--- config.mk ---
export PLATFORM = sky130hd
export DESIGN_NAME = mips_regfile
export DESIGN_NICKNAME = d
export VERILOG_FILES = /design/src/rtl/mips_regfile.sv
export SDC_FILE = /design/constraint.sdc
export NUM_CORES = 2
export LEC_CHECK = 0
export CELL_PAD_IN_SITES_DETAIL_PLACEMENT = 1
export CELL_PAD_IN_SITES_GLOBAL_PLACEMENT = 1
export CORE_UTILIZATION = 45
export CTS_BUF_LIST = sky130_fd_sc_hd__clkbuf_4 sky130_fd_sc_hd__clkbuf_8
export CTS_CLUSTER_SIZE = 24
export DETAILED_ROUTE_END_ITERATION = 10
export PLACE_DENSITY = 0.65
export SETUP_SLACK_MARGIN = 0.3
export SLEW_MARGIN = 40
export SYNTH_ARGS = -nofsm -noshare
export SYNTH_HDL_FRONTEND = slang
export SYNTH_SLANG_ARGS = --single-unit
--- constraint.sdc ---
create_clock -name clk -period 9.54 [get_ports clk]
set_input_delay 1.431 -clock clk [delete_from_list [all_inputs] [get_ports clk]]
set_output_delay 1.431 -clock clk [all_outputs]
set_load 0.1 [all_outputs]
--- src/rtl/mips_regfile.sv ---
// 32 x WIDTH MIPS register file written through a one-hot decoder select.
// Two combinational read ports, optional same-cycle bypass, post-reset clear sweep and select fault tracking.
module mips_regfile #(
  parameter int WIDTH  = 32,
  parameter int BYPASS = 1
) (
  input  logic             clk,
  input  logic             rst,
  input  logic             we,
  input  logic [31:0]      wsel,
  input  logic [WIDTH-1:0] wd,
  input  logic [4:0]       ra1,
  input  logic [4:0]       ra2,
  output logic [WIDTH-1:0] rd1,
  output logic [WIDTH-1:0] rd2,
  output logic             busy,
  output logic             onehot_err,
  output logic [7:0]       err_cnt
);

  typedef enum logic {
    ST_CLEAR,
    ST_READY
  } state_t;

  state_t      state_q, state_d;
  logic [4:0]  clr_idx_q, clr_idx_d;
  logic        onehot_err_q, onehot_err_d;
  logic [7:0]  err_cnt_q, err_cnt_d;

  logic [WIDTH-1:0] regs_q [32];

  logic       ready;
  logic       wsel_onehot;
  logic [4:0] widx;
  logic       wr_legal;
  logic       wr_fault;
  logic       wr_en;

  assign ready = (state_q == ST_READY);

  // Clearing the lowest set bit leaves zero only when exactly one bit was set.
  assign wsel_onehot = (wsel != 32'd0) && ((wsel & (wsel - 32'd1)) == 32'd0);

  always_comb begin
    widx = 5'd0;
    for (int i = 0; i < 32; i++) begin
      if (wsel[i]) begin
        widx = widx | 5'(i);
      end
    end
  end

  assign wr_legal = ready && we && wsel_onehot;
  assign wr_fault = ready && we && !wsel_onehot;
  assign wr_en    = wr_legal && (widx != 5'd0);

  always_comb begin
    state_d      = state_q;
    clr_idx_d    = clr_idx_q;
    onehot_err_d = onehot_err_q;
    err_cnt_d    = err_cnt_q;
    case (state_q)
      ST_CLEAR: begin
        clr_idx_d = clr_idx_q + 5'd1;
        if (clr_idx_q == 5'd31) begin
          state_d = ST_READY;
        end
      end
      ST_READY: begin
        if (wr_fault) begin
          onehot_err_d = 1'b1;
          if (err_cnt_q != 8'hFF) begin
            err_cnt_d = err_cnt_q + 8'd1;
          end
        end
      end
      default: begin
        state_d = ST_CLEAR;
      end
    endcase
  end

  always_ff @(posedge clk) begin
    if (!rst) begin
      state_q      <= ST_CLEAR;
      clr_idx_q    <= 5'd1;
      onehot_err_q <= 1'b0;
      err_cnt_q    <= 8'd0;
    end else begin
      state_q      <= state_d;
      clr_idx_q    <= clr_idx_d;
      onehot_err_q <= onehot_err_d;
      err_cnt_q    <= err_cnt_d;
    end
  end

  // Contents survive the reset edge; the clear sweep zeroes them afterwards. Entry 0 is never written.
  always_ff @(posedge clk) begin
    if (rst) begin
      if (state_q == ST_CLEAR) begin
        regs_q[clr_idx_q] <= '0;
      end else if (wr_en) begin
        regs_q[widx] <= wd;
      end
    end
  end

  always_comb begin
    rd1 = '0;
    if (ready && (ra1 != 5'd0)) begin
      if ((BYPASS != 0) && wr_en && (widx == ra1)) begin
        rd1 = wd;
      end else begin
        rd1 = regs_q[ra1];
      end
    end
  end

  always_comb begin
    rd2 = '0;
    if (ready && (ra2 != 5'd0)) begin
      if ((BYPASS != 0) && wr_en && (widx == ra2)) begin
        rd2 = wd;
      end else begin
        rd2 = regs_q[ra2];
      end
    end
  end

  assign busy       = (state_q == ST_CLEAR);
  assign onehot_err = onehot_err_q;
  assign err_cnt    = err_cnt_q;

endmodule

==> reports/qor.csv <==
metric,value,unit
status,"complete, no violations",
WL/cell,37.6,µm
Core Area,109000,µm²
Syn Inst Count,2402,
Critical path buffers and inverters,3,
critical path required time,8.11,ns
period utilisation layout,0.818,
"Worst Path Class, Setup",in2out,
drt via density,6.74,
r2r startpoint,ready$_SDFF_PN0_,
final hold viol count,0,
Final ANT Viol Nets,0,
# setup viols final,0,
Slew @ Worst Pin,0.880,ns
IO Count,151,
Register-to-Register Path Depth,5,
first-pass GRT wire length,225,mm
root buffer cell,clkbuf_8,
CP dominant cell by count,buf_4,
initial antenna violation count,6,
Max Slew Vio Count,0,
#FFs+latches synth,1039,
Peak VDD IR,0.000111,V
skew final,0.0348,ns
hold slack,0.469,ns
CP endpoint,rd1[31],
top_reg_cell synth,edfxtp_1,
RePlAce Congestion,0.827,
CP endpoint kind,output port,
final wirelength,159,mm
"delay-heaviest family, CP",simple AND/OR/NAND/NOR gates,
via total after detailed routing,28500,
RSZ-0062 raised after global routing,false,
Post-Syn Area,49800,µm²
Synth cell types,52,
Worst setup startpoint,wsel[1],
Post-CTS Setup Inserts,0,
CP max FO,25,
CTS buffer count,176,
max incr delay on CP,0.67,ns
Max clock buf depth,3,
Reg-to-Reg End,regs_q[14][16]$_DFFE_PP_,
cell row count,121,
area share of the largest cell type after synthesis,0.618,
DP HPWL,89.9,mm
Die X,335,µm
All-Layer GR Usage,0.289,
Die Ht,335,µm
post-CTS sizing,0,
commonest cells in the netlist,"edfxtp_1, mux4_2, clkbuf_1",
syn_nets,2482,
layout cells sized above 1,0.421,
Critical Path Stages,11,
syn avg cell area,20.7,µm²
Max Clk Rate,0.128,GHz
Initial Util,0.456,
H-tree Lvls,4,
"EDFF count, synth",1024,
"Clk pin slew, worst setup/hold paths",0.06,ns
Total Die Area,112000,µm²
worst hold path class,reg2reg,
Final TNS setup,0,ns
Final nets,2703,
DRC,0,
worst-path cell chain,"clkdlybuf4s50_1, or4_1, o41ai_1, o21ai_1, nor4_2, nor3b_2, and3_2, nand3_2, buf_4, o211a_1, buf_4",
max cap viols,0,
"Seq/Total Area, Yosys",0.624,
clock sinks,1039,
largest net degree at the start of global routing,107,
number of hold buffers added after CTS,0,
relative slew slack,0.413,
vias in the first global route,30300,
DRT iter0 DRCs,3288,
arrival time at the worst endpoint,6.37,ns
Worst Hold Launch,onehot_err$_SDFFE_PN0P_,
grt ovf,0,
crit path launch type,input pin,
"area leader, netlist",edfxtp_1,
largest cells by area after synthesis,"edfxtp_1, mux4_2, mux2i_1",
TritonCTS clock tree,yes,
"slowest stage cell, crit path",or4_1,
Yosys warning count,0,
pwr dens,172,nW/µm²
Port Buffers,150,
"Power, Total",9.82,mW
clk_lat worst skew,0.85,ns
async set or reset register ratio after synthesis,0,
Leakage,18.9,nW
r2r setup slk,5.81,ns
drt first pass iters,7,
Area Overhead vs Synth,14.6,%
most frequent cell after synthesis,edfxtp_1,
min Tclk post-route,7.80,ns
-- stage by stage --
stage | worst slack [ns] | std cells | area (µm²) | utilization
2_1_floorplan | 3.89 | 2402 | 49800 | -
3_3_place_gp | 1.59 | 3899 | 53200 | 0.487
3_5_place_dp | 1.45 | 3920 | 53600 | 0.490
4_1_cts | 1.45 | 4235 | 57000 | 0.522
5_1_grt | 1.50 | 4238 | 57100 | 0.522
6_report | 1.74 | 4238 | 57100 | 0.522
-- layout make-up --
class | instances | area, µm²
inverters | 4 | 15.0
fillers | 9721 | 52200
diodes | 2 | 5.00
clock buffers | 231 | 2870
well taps | 1476 | 1850
repair buffers | 242 | 2320
flip-flops and latches | 1039 | 31000
multi-input cells | 1160 | 18400
clock inverters | 84 | 602
-- power by group --
part	internal, mW	total, mW	switching [mW]
sequential	4.99	5.00	0.0183
clock	2.17	4.03	1.86
combinational	0.381	0.787	0.406
-- state kept, by name (all words and copies together) (netlist names) --
signal,flops
regs_q,1024
err_cnt,8
ready,1
onehot_err,1
clr_idx_q,5
-- worst min-delay path by stage --
stage | endpoint | slack (ns) | cells past startpoint
2_1_floorplan | clr_idx_q[0]$_SDFFE_PN1N_ | 0.53 | 2
3_3_place_gp | onehot_err$_SDFFE_PN0P_ | 0.45 | 1
3_5_place_dp | onehot_err$_SDFFE_PN0P_ | 0.46 | 1
4_1_cts | onehot_err$_SDFFE_PN0P_ | 0.47 | 1
5_1_grt | onehot_err$_SDFFE_PN0P_ | 0.51 | 1
6_report | onehot_err$_SDFFE_PN0P_ | 0.47 | 1
-- cell families after synthesis --
family | Yosys count | share of synthesized area
adder cells (fa/ha/maj) | 4 | 0.000955
AND/OR/NAND/NOR | 298 | 0.0308
XOR/XNOR | 13 | 0.00229
multiplexers | 711 | 0.304
AO/OA/AOI/OAI | 134 | 0.0230
flip-flops | 1039 | 0.624
buffers and inverters | 203 | 0.0157
-- placed cells by master (no fill, tap or decap), types with 10 or more instances in the layout --
cell type,n
a21boi_4,31
and3_2,34
buf_2,10
buf_4,123
buf_6,12
buf_8,21
clkbuf_4,50
clkbuf_8,181
clkdlybuf4s50_1,65
clkinv_1,48
clkinv_2,17
dfxtp_1,15
edfxtp_1,1024
mux2i_1,71
mux4_2,640
nand2_1,114
nand3_1,13
nand4_1,31
nor2_1,25
nor3_1,13
nor4_1,16
o211a_1,64
xnor2_1,10
-- routing by layer --
metal | wire [µm] | GRT usage | up-vias
met4 | 4220 | 0.0880 | 0
met1 | 64200 | 0.408 | 15800
li1 | - | - | 11100
met2 | 77500 | 0.459 | 1441
met5 | 0 | 0 | -
met3 | 13300 | 0.0568 | 242
Note: power is estimated with default switching activity, not from simulation.
